**src/rtl/mmio_timer_pkg.sv**
```systemverilog
// Shared register map, CTRL layout and byte-lane merge helper for the
// memory-mapped multi-channel timer.
package mmio_timer_pkg;

  localparam logic [31:0] OFF_CNT_LO = 32'h0000_0000;
  localparam logic [31:0] OFF_CNT_HI = 32'h0000_0004;
  localparam logic [31:0] OFF_CTRL   = 32'h0000_0008;
  localparam logic [31:0] OFF_CMP_LO = 32'h0000_000C;
  localparam logic [31:0] OFF_CMP_HI = 32'h0000_0010;
  localparam logic [31:0] OFF_STATUS = 32'h0000_0014;

  localparam int CTRL_EN        = 0;
  localparam int CTRL_AR        = 1;
  localparam int CTRL_IE        = 2;
  localparam int CTRL_PRESC_LSB = 8;

  typedef struct packed {
    logic ie;
    logic ar;
    logic en;
  } ctrl_t;

  function automatic logic [31:0] byte_merge(input logic [31:0] old_w,
                                             input logic [31:0] new_w,
                                             input logic [3:0]  be);
    logic [31:0] res;
    for (int i = 0; i < 4; i++) begin
      res[8*i +: 8] = be[i] ? new_w[8*i +: 8] : old_w[8*i +: 8];
    end
    return res;
  endfunction

endpackage

```
**src/rtl/mmio_timer_channel.sv**
```systemverilog
// One timer channel: 64-bit counter, prescaler, compare/match flag with
// optional auto-reload, local register writes and read mux.
module timer_channel
  import mmio_timer_pkg::*;
#(
  parameter int PRESC_W = 8
) (
  input  logic        clk_i,
  input  logic        rst_ni,
  input  logic        wr_sel,
  input  logic [3:0]  wr_be,
  input  logic [31:0] wr_off,
  input  logic [31:0] wr_data,
  input  logic        rd_sel,
  input  logic [31:0] rd_off,
  output logic [31:0] rd_data,
  output logic        irq
);

  logic [63:0]        cnt_r, cnt_next_s;
  logic [63:0]        cmp_r, cmp_next_s;
  ctrl_t              ctrl_r, ctrl_next_s;
  logic [PRESC_W-1:0] presc_r, presc_next_s;
  logic [PRESC_W-1:0] pc_r, pc_next_s;
  logic               match_r, match_next_s;
  logic               irq_r, irq_next_s;
  logic               tick_s, cmp_hit_s;
  logic               wr_cnt_lo_s, wr_cnt_hi_s, wr_ctrl_s;
  logic               wr_cmp_lo_s, wr_cmp_hi_s, wr_status_s;
  logic [31:0]        rd_mux_s;

  // Local write decode within the channel block
  always_comb begin
    wr_cnt_lo_s = wr_sel && (wr_off == OFF_CNT_LO);
    wr_cnt_hi_s = wr_sel && (wr_off == OFF_CNT_HI);
    wr_ctrl_s   = wr_sel && (wr_off == OFF_CTRL);
    wr_cmp_lo_s = wr_sel && (wr_off == OFF_CMP_LO);
    wr_cmp_hi_s = wr_sel && (wr_off == OFF_CMP_HI);
    wr_status_s = wr_sel && (wr_off == OFF_STATUS);
  end

  // Next-state for prescaler, counter, compare, control and match flag
  always_comb begin
    tick_s    = ctrl_r.en && (pc_r == presc_r);
    cmp_hit_s = tick_s && (cnt_r == cmp_r);

    cnt_next_s = cnt_r;
    if (tick_s) begin
      if (cmp_hit_s && ctrl_r.ar) begin
        cnt_next_s = 64'd0;
      end else begin
        cnt_next_s = cnt_r + 64'd1;
      end
    end else if (!ctrl_r.en) begin
      // Software may only load the counter while it is stopped
      if (wr_cnt_lo_s) begin
        cnt_next_s[31:0] = byte_merge(cnt_r[31:0], wr_data, wr_be);
      end else begin
        cnt_next_s[31:0] = cnt_r[31:0];
      end
      if (wr_cnt_hi_s) begin
        cnt_next_s[63:32] = byte_merge(cnt_r[63:32], wr_data, wr_be);
      end else begin
        cnt_next_s[63:32] = cnt_r[63:32];
      end
    end else begin
      cnt_next_s = cnt_r;
    end

    if (wr_ctrl_s) begin
      pc_next_s = '0;
    end else if (!ctrl_r.en) begin
      pc_next_s = '0;
    end else if (tick_s) begin
      pc_next_s = '0;
    end else begin
      pc_next_s = pc_r + PRESC_W'(1);
    end

    if (cmp_hit_s) begin
      match_next_s = 1'b1;
    end else if (wr_status_s && wr_be[0] && wr_data[0]) begin
      match_next_s = 1'b0;
    end else begin
      match_next_s = match_r;
    end

    cmp_next_s = cmp_r;
    if (wr_cmp_lo_s) begin
      cmp_next_s[31:0] = byte_merge(cmp_r[31:0], wr_data, wr_be);
    end else begin
      cmp_next_s[31:0] = cmp_r[31:0];
    end
    if (wr_cmp_hi_s) begin
      cmp_next_s[63:32] = byte_merge(cmp_r[63:32], wr_data, wr_be);
    end else begin
      cmp_next_s[63:32] = cmp_r[63:32];
    end

    ctrl_next_s  = ctrl_r;
    presc_next_s = presc_r;
    if (wr_ctrl_s) begin
      if (wr_be[0]) begin
        ctrl_next_s.en = wr_data[CTRL_EN];
        ctrl_next_s.ar = wr_data[CTRL_AR];
        ctrl_next_s.ie = wr_data[CTRL_IE];
      end else begin
        ctrl_next_s = ctrl_r;
      end
      for (int i = 0; i < PRESC_W; i++) begin
        if (wr_be[(CTRL_PRESC_LSB + i) / 8]) begin
          presc_next_s[i] = wr_data[CTRL_PRESC_LSB + i];
        end else begin
          presc_next_s[i] = presc_r[i];
        end
      end
    end else begin
      ctrl_next_s  = ctrl_r;
      presc_next_s = presc_r;
    end

    irq_next_s = match_next_s && ctrl_next_s.ie;
  end

  // Channel state registers with synchronous active-low reset
  always_ff @(posedge clk_i) begin
    if (!rst_ni) begin
      cnt_r   <= 64'd0;
      cmp_r   <= 64'd0;
      ctrl_r  <= '0;
      presc_r <= '0;
      pc_r    <= '0;
      match_r <= 1'b0;
      irq_r   <= 1'b0;
    end else begin
      cnt_r   <= cnt_next_s;
      cmp_r   <= cmp_next_s;
      ctrl_r  <= ctrl_next_s;
      presc_r <= presc_next_s;
      pc_r    <= pc_next_s;
      match_r <= match_next_s;
      irq_r   <= irq_next_s;
    end
  end

  // Register read mux; reserved CTRL/STATUS bits read as zero
  always_comb begin
    case (rd_off)
      OFF_CNT_LO: rd_mux_s = cnt_r[31:0];
      OFF_CNT_HI: rd_mux_s = cnt_r[63:32];
      OFF_CTRL:   rd_mux_s = (32'(presc_r) << CTRL_PRESC_LSB) |
                             {29'd0, ctrl_r.ie, ctrl_r.ar, ctrl_r.en};
      OFF_CMP_LO: rd_mux_s = cmp_r[31:0];
      OFF_CMP_HI: rd_mux_s = cmp_r[63:32];
      OFF_STATUS: rd_mux_s = {31'd0, match_r};
      default:    rd_mux_s = 32'd0;
    endcase
    if (rd_sel) begin
      rd_data = rd_mux_s;
    end else begin
      rd_data = 32'd0;
    end
  end

  assign irq = irq_r;

endmodule

```
**src/rtl/mmio_timer.sv**
```systemverilog
// Multi-channel MMIO timer top: address decode, per-channel select and
// OR-reduced read data. Channel 0 keeps the legacy cycle-counter map.
module mmio_timer
  import mmio_timer_pkg::*;
#(
  parameter int          NUM_CH    = 4,
  parameter logic [31:0] BASE_ADDR = 32'h8000_0000,
  parameter logic [31:0] CH_STRIDE = 32'h0000_0020,
  parameter int          PRESC_W   = 8
) (
  input  logic              clk_i,
  input  logic              rst_ni,
  input  logic [3:0]        dbus_en_i,
  input  logic [31:0]       dbus_write_addr_i,
  input  logic [31:0]       dbus_write_data_i,
  input  logic [31:0]       dbus_read_addr_i,
  output logic [31:0]       dbus_read_data_o,
  output logic              dbus_read_hit_o,
  output logic [NUM_CH-1:0] irq_o
);

  localparam int          STRIDE_SH   = $clog2(CH_STRIDE);
  localparam logic [31:0] BLOCK_BYTES = 32'(NUM_CH) * CH_STRIDE;

  logic [31:0]             wr_rel_s, rd_rel_s;
  logic [31:0]             wr_ch_s, rd_ch_s, wr_off_s, rd_off_s;
  logic                    wr_in_s, rd_in_s;
  logic [NUM_CH-1:0]       wr_sel_s, rd_sel_s, ch_irq_s;
  logic [NUM_CH-1:0][31:0] ch_rd_s;
  logic [31:0]             rd_or_s;

  // Map bus addresses onto a channel index and in-block offset
  always_comb begin
    wr_rel_s = dbus_write_addr_i - BASE_ADDR;
    rd_rel_s = dbus_read_addr_i - BASE_ADDR;
    wr_in_s  = (dbus_write_addr_i >= BASE_ADDR) && (wr_rel_s < BLOCK_BYTES);
    rd_in_s  = (dbus_read_addr_i >= BASE_ADDR) && (rd_rel_s < BLOCK_BYTES);
    wr_ch_s  = wr_rel_s >> STRIDE_SH;
    rd_ch_s  = rd_rel_s >> STRIDE_SH;
    wr_off_s = wr_rel_s & (CH_STRIDE - 32'd1);
    rd_off_s = rd_rel_s & (CH_STRIDE - 32'd1);
  end

  for (genvar c = 0; c < NUM_CH; c++) begin : g_ch
    assign wr_sel_s[c] = wr_in_s && (dbus_en_i != 4'b0000) && (wr_ch_s == 32'(c));
    assign rd_sel_s[c] = rd_in_s && (rd_ch_s == 32'(c));

    timer_channel #(
      .PRESC_W (PRESC_W)
    ) u_channel (
      .clk_i   (clk_i),
      .rst_ni  (rst_ni),
      .wr_sel  (wr_sel_s[c]),
      .wr_be   (dbus_en_i),
      .wr_off  (wr_off_s),
      .wr_data (dbus_write_data_i),
      .rd_sel  (rd_sel_s[c]),
      .rd_off  (rd_off_s),
      .rd_data (ch_rd_s[c]),
      .irq     (ch_irq_s[c])
    );
  end

  // Unselected channels drive zero, so an OR yields the selected word
  always_comb begin
    rd_or_s = 32'd0;
    for (int c = 0; c < NUM_CH; c++) begin
      rd_or_s = rd_or_s | ch_rd_s[c];
    end
  end

  assign dbus_read_data_o = rd_or_s;
  assign dbus_read_hit_o  = rd_in_s;
  assign irq_o            = ch_irq_s;

endmodule

```
**config.mk**
```make
export PLATFORM = sky130hd
export DESIGN_NAME = mmio_timer
export DESIGN_NICKNAME = d
export VERILOG_FILES = /design/src/rtl/mmio_timer_pkg.sv /design/src/rtl/mmio_timer_channel.sv /design/src/rtl/mmio_timer.sv
export SDC_FILE = /design/constraint.sdc
export NUM_CORES = 2
export LEC_CHECK = 0
export CAP_MARGIN = 20
export CORE_MARGIN = 5
export CORE_UTILIZATION = 24
export CTS_CLUSTER_DIAMETER = 40
export DETAILED_ROUTE_END_ITERATION = 16
export PLACE_DENSITY_LB_ADDON = 0.2
export REMOVE_ABC_BUFFERS = 1
export SLEW_MARGIN = 10
export SYNTH_ARGS = -nofsm -noshare
export SYNTH_HDL_FRONTEND = slang
export SYNTH_SLANG_ARGS = --single-unit
export TNS_END_PERCENT = 10
```
**constraint.sdc**
```tcl
create_clock -name clk_i -period 3.9 [get_ports clk_i]
set_input_delay 0.78 -clock clk_i [delete_from_list [all_inputs] [get_ports clk_i]]
set_output_delay 0.78 -clock clk_i [all_outputs]
set_load 0.005 [all_outputs]
```
==> impl_results.md <==
- Cell Int Power: 14.3 mW
- Outcome: finished with violations
- Drt pass-1 iters: 11
- TNS Setup: -356 ps
- Yosys warnings: 0
- HPWL Detailed: 166 mm
- Slew Viols, Final: 0
- Switch share: 0.251
- Synth Flop Type: dfxtp_1
- Final RePlAce weighted congestion: 1.02
- CTS sink count: 596
- Worst Slack Setup Final: -95.7 ps
- Asr flop ratio synth: 0
- Layout Skew: 31.9 ps
- Post-Syn Area: 36900 sq um
- Max Fclk: 250 MHz
- Post-synth top area share: 0.323
- Fin crit period: 4000 ps
- Starting Density: 0.240
- Total track usage: 0.267
- Total number of vias: 43400
- Slew at the pin closest to its max-slew limit: 1110 ps
- # nets final: 5439
- CP Depth: 12
- Logic pwr share: 0.042
- Hold Crit Depth: 2
- Fin crit share: 1.02
- Synth cell types: 96
- Placeable Area: 154000 sq um
- # IOs: 139
- Num rows: 144
- Sequential share of the synthesized area: 0.323
- Max Cap Viol: 0
- Register bit count reported by yosys: 596
- CP max-delay cell: or4_4
- Violated checks: negative setup slack
- # DRC: 0
- Clock slew at reported path FFs: 40 ps
- WHS: 404 ps
- Crit-path max FO: 4
- Critical setup path kind: input pin to output pin
- Largest net degree at the start of global routing: 95
- Net Sw Power: 4.80 mW
- Finished Core Util: 0.318
- Startpoint class of the critical path: input pin
- Cells along the critical path: clkdlybuf4s50_1 > nor4_2 > nand3_1 > buf_6 > nor2_4 > nand3_4 > buf_12 > buf_4 > a21oi_1 > buf_4 > or4_4 > dlygate4sd2_1
- Area growth syn-to-layout: 32.1%
- R2r worst-path depth: 9
- DR vias/cell: 5.80
- Critical Path End Type: output pin
- Fraction of layout cells with a size suffix above 1: 0.169
- Crit-path most repeated cell: buf_4
- Max clock buf depth: 3
- Full die area: 162000 sq um
- Initial antenna violation count: 10
- Final ANT Viol Nets: 0
- Cts bufs inserted: 139
- Grt ovf: 0
- IO Port Bufs: 138
- EDFF count, synth: 0
- Place WS: -748 ps
- First-pass GRT wire length: 314 mm
- Crit path DAT: 3220 ps
- Leak: 17.8 nW
- Sequential Power Share: 0.319
- Final Hold Viols: 0
- Power density over the cells: 392 nW/um^2
- Final setup vio count: 7
- Clock Latency Late Sink: 790 ps
- CP required: 3120 ps
- CP bufs+invs: 6
- Hold Path Class: input pin to flip-flop
- Die H: 402 um
- Rel. slew slack: 0.258
- Drt initial violations: 6204
- Synthesized area per cell: 7.31 sq um
- Final wirelength: 228 mm
- Cells after synthesis: 5048
- Wire per inst: 30.4 um
- RSZ-0062 raised after global routing: yes
- Synth area leader: dfxtp_1
- Clock Tree Root: clkbuf_16
- CTS tree: yes
- Maximum vdd drop: 416 uV
- Die W: 402 um
- Pwr Total: 19.1 mW
- CP max stage delay: 550 ps
- Vias in the first global route: 40500
- Htree depth: 4
- Top cells by area, synth: dfxtp_1 32%, nand2_1 9.7%, xor2_1 8.1%
- Crit path max-delay family: buffers and inverters
- Clk network pwr share: 0.639
-- cells in the final DEF (no fill, tap or decap), types with 16 or more instances in the layout --
master	instances
nand2_1	950
a32oi_1	38
mux2i_1	22
xnor2_1	50
o21ai_0	116
buf_12	49
clkbuf_1	18
a21oi_1	536
clkbuf_8	19
and3_1	96
or3_1	19
a21oi_4	30
xor2_1	341
buf_6	20
clkinv_2	25
or2_2	16
a222oi_1	41
a31oi_1	46
inv_1	68
clkdlybuf4s50_1	74
o211ai_1	25
buf_2	18
nand4_1	130
a22oi_1	276
o21ai_1	31
nand3_1	200
or4_4	34
and4_1	33
nor4_1	128
clkbuf_16	145
dfxtp_1	596
o22ai_1	47
buf_4	372
nor2_1	276
nor3_1	99
and2_1	51
a21oi_2	29
-- area by class of cell --
class                      count  area [sq um]
fill                       16400        105000
multi-input combinational   3937         23700
sequential                   596         11900
timing repair buffer         583          5400
clock buffer                 180          3910
tap                         2044          2560
clock inverter                77           953
inverter                      72           278
antenna                        6          15.0
-- state kept, by name (all words and copies together), names as in the netlist --
signal,count
g_ch.u_channel.cmp_r,256
g_ch.u_channel.cnt_r,256
g_ch.u_channel.ctrl_r,12
g_ch.u_channel.irq,4
g_ch.u_channel.match_r,4
g_ch.u_channel.pc_r,32
g_ch.u_channel.presc_r,32
-- cell usage after synthesis, types with 15 or more instances --
master,count
or3_1,19
and4_1,33
o211ai_1,25
a222oi_1,41
o21ai_0,116
xor2_1,341
xnor2_1,50
buf_2,77
a21oi_1,589
nand4_1,130
dfxtp_1,596
a22oi_1,289
nor2_1,279
nand3_1,206
nor4_1,136
o21ai_1,31
or2_2,16
inv_1,69
a31oi_1,49
a221oi_1,15
clkbuf_1,333
a32oi_1,38
and3_1,97
buf_1,19
or4_1,38
o22ai_1,47
nor3_1,100
nand2_1,951
mux2i_1,22
and2_1,51
-- per-stage QoR --
stage / area (sq um) / cells
2_1_floorplan: 35100 / 4603
3_3_place_gp: 42900 / 7206
3_5_place_dp: 42900 / 7207
4_1_cts: 48500 / 7479
5_1_grt: 48800 / 7489
6_report: 48800 / 7495
-- logic make-up after synthesis --
| family | share of synthesized area |
|---|---|
| xor+xnor | 0.0928 |
| simple gates | 0.282 |
| flops | 0.323 |
| compound gates | 0.235 |
| buf+inv | 0.0565 |
| fa+ha+maj | 0.00271 |
| mux | 0.00718 |
-- routing by layer --
layer  wire length [um]  track usage
met2              96100        0.397
met1              93600        0.353
met4              15000        0.153
met5                194      0.00773
met3              22800       0.0633
-- timing repair --
action                                  4_1_cts  5_1_grt
gates cloned                                  5        2
buffers inserted                             16       10
hold buffers                                  0        0
resized for setup                           231       63
pin swaps                                    45       28
endpoints found under the setup margin       32       32
-- power groups by stage --
| stage | combinational [mW] | clock (mW) | sequential [mW] |
|---|---|---|---|
| detailed placement | 0.763 | 0 | 6.22 |
| global route | 0.810 | 12.7 | 6.10 |
| finish | 0.804 | 12.2 | 6.11 |
| CTS | 0.772 | 12.4 | 6.11 |
| floorplan | 0.156 | 0 | 6.22 |
| global placement | 0.761 | 0 | 6.22 |
-- worst reg2reg max path, delay by kind of cell (launching register included) --
| kind | cells | cell delay (ps) |
|---|---|---|
| compound gates | 3 | 750 |
| xor+xnor | 1 | 670 |
| buf+inv | 2 | 580 |
| flops | 1 | 510 |
| simple gates | 3 | 620 |
-- worst paths after layout --
kind                                            start  slack, ps                                  endpoint
max                              dbus_read_addr_i[30]       -100                      dbus_read_data_o[15]
min                                            rst_ni        400  g_ch[1].u_channel.cnt_r[23]$_SDFFE_PN0P_
max reg2reg  g_ch[3].u_channel.cnt_r[23]$_SDFFE_PN0P_        680  g_ch[3].u_channel.cnt_r[54]$_SDFFE_PN0P_
min reg2reg      g_ch[3].u_channel.pc_r[0]$_SDFF_PP0_        470      g_ch[3].u_channel.pc_r[0]$_SDFF_PP0_
Power figures use the tool's default switching activity.
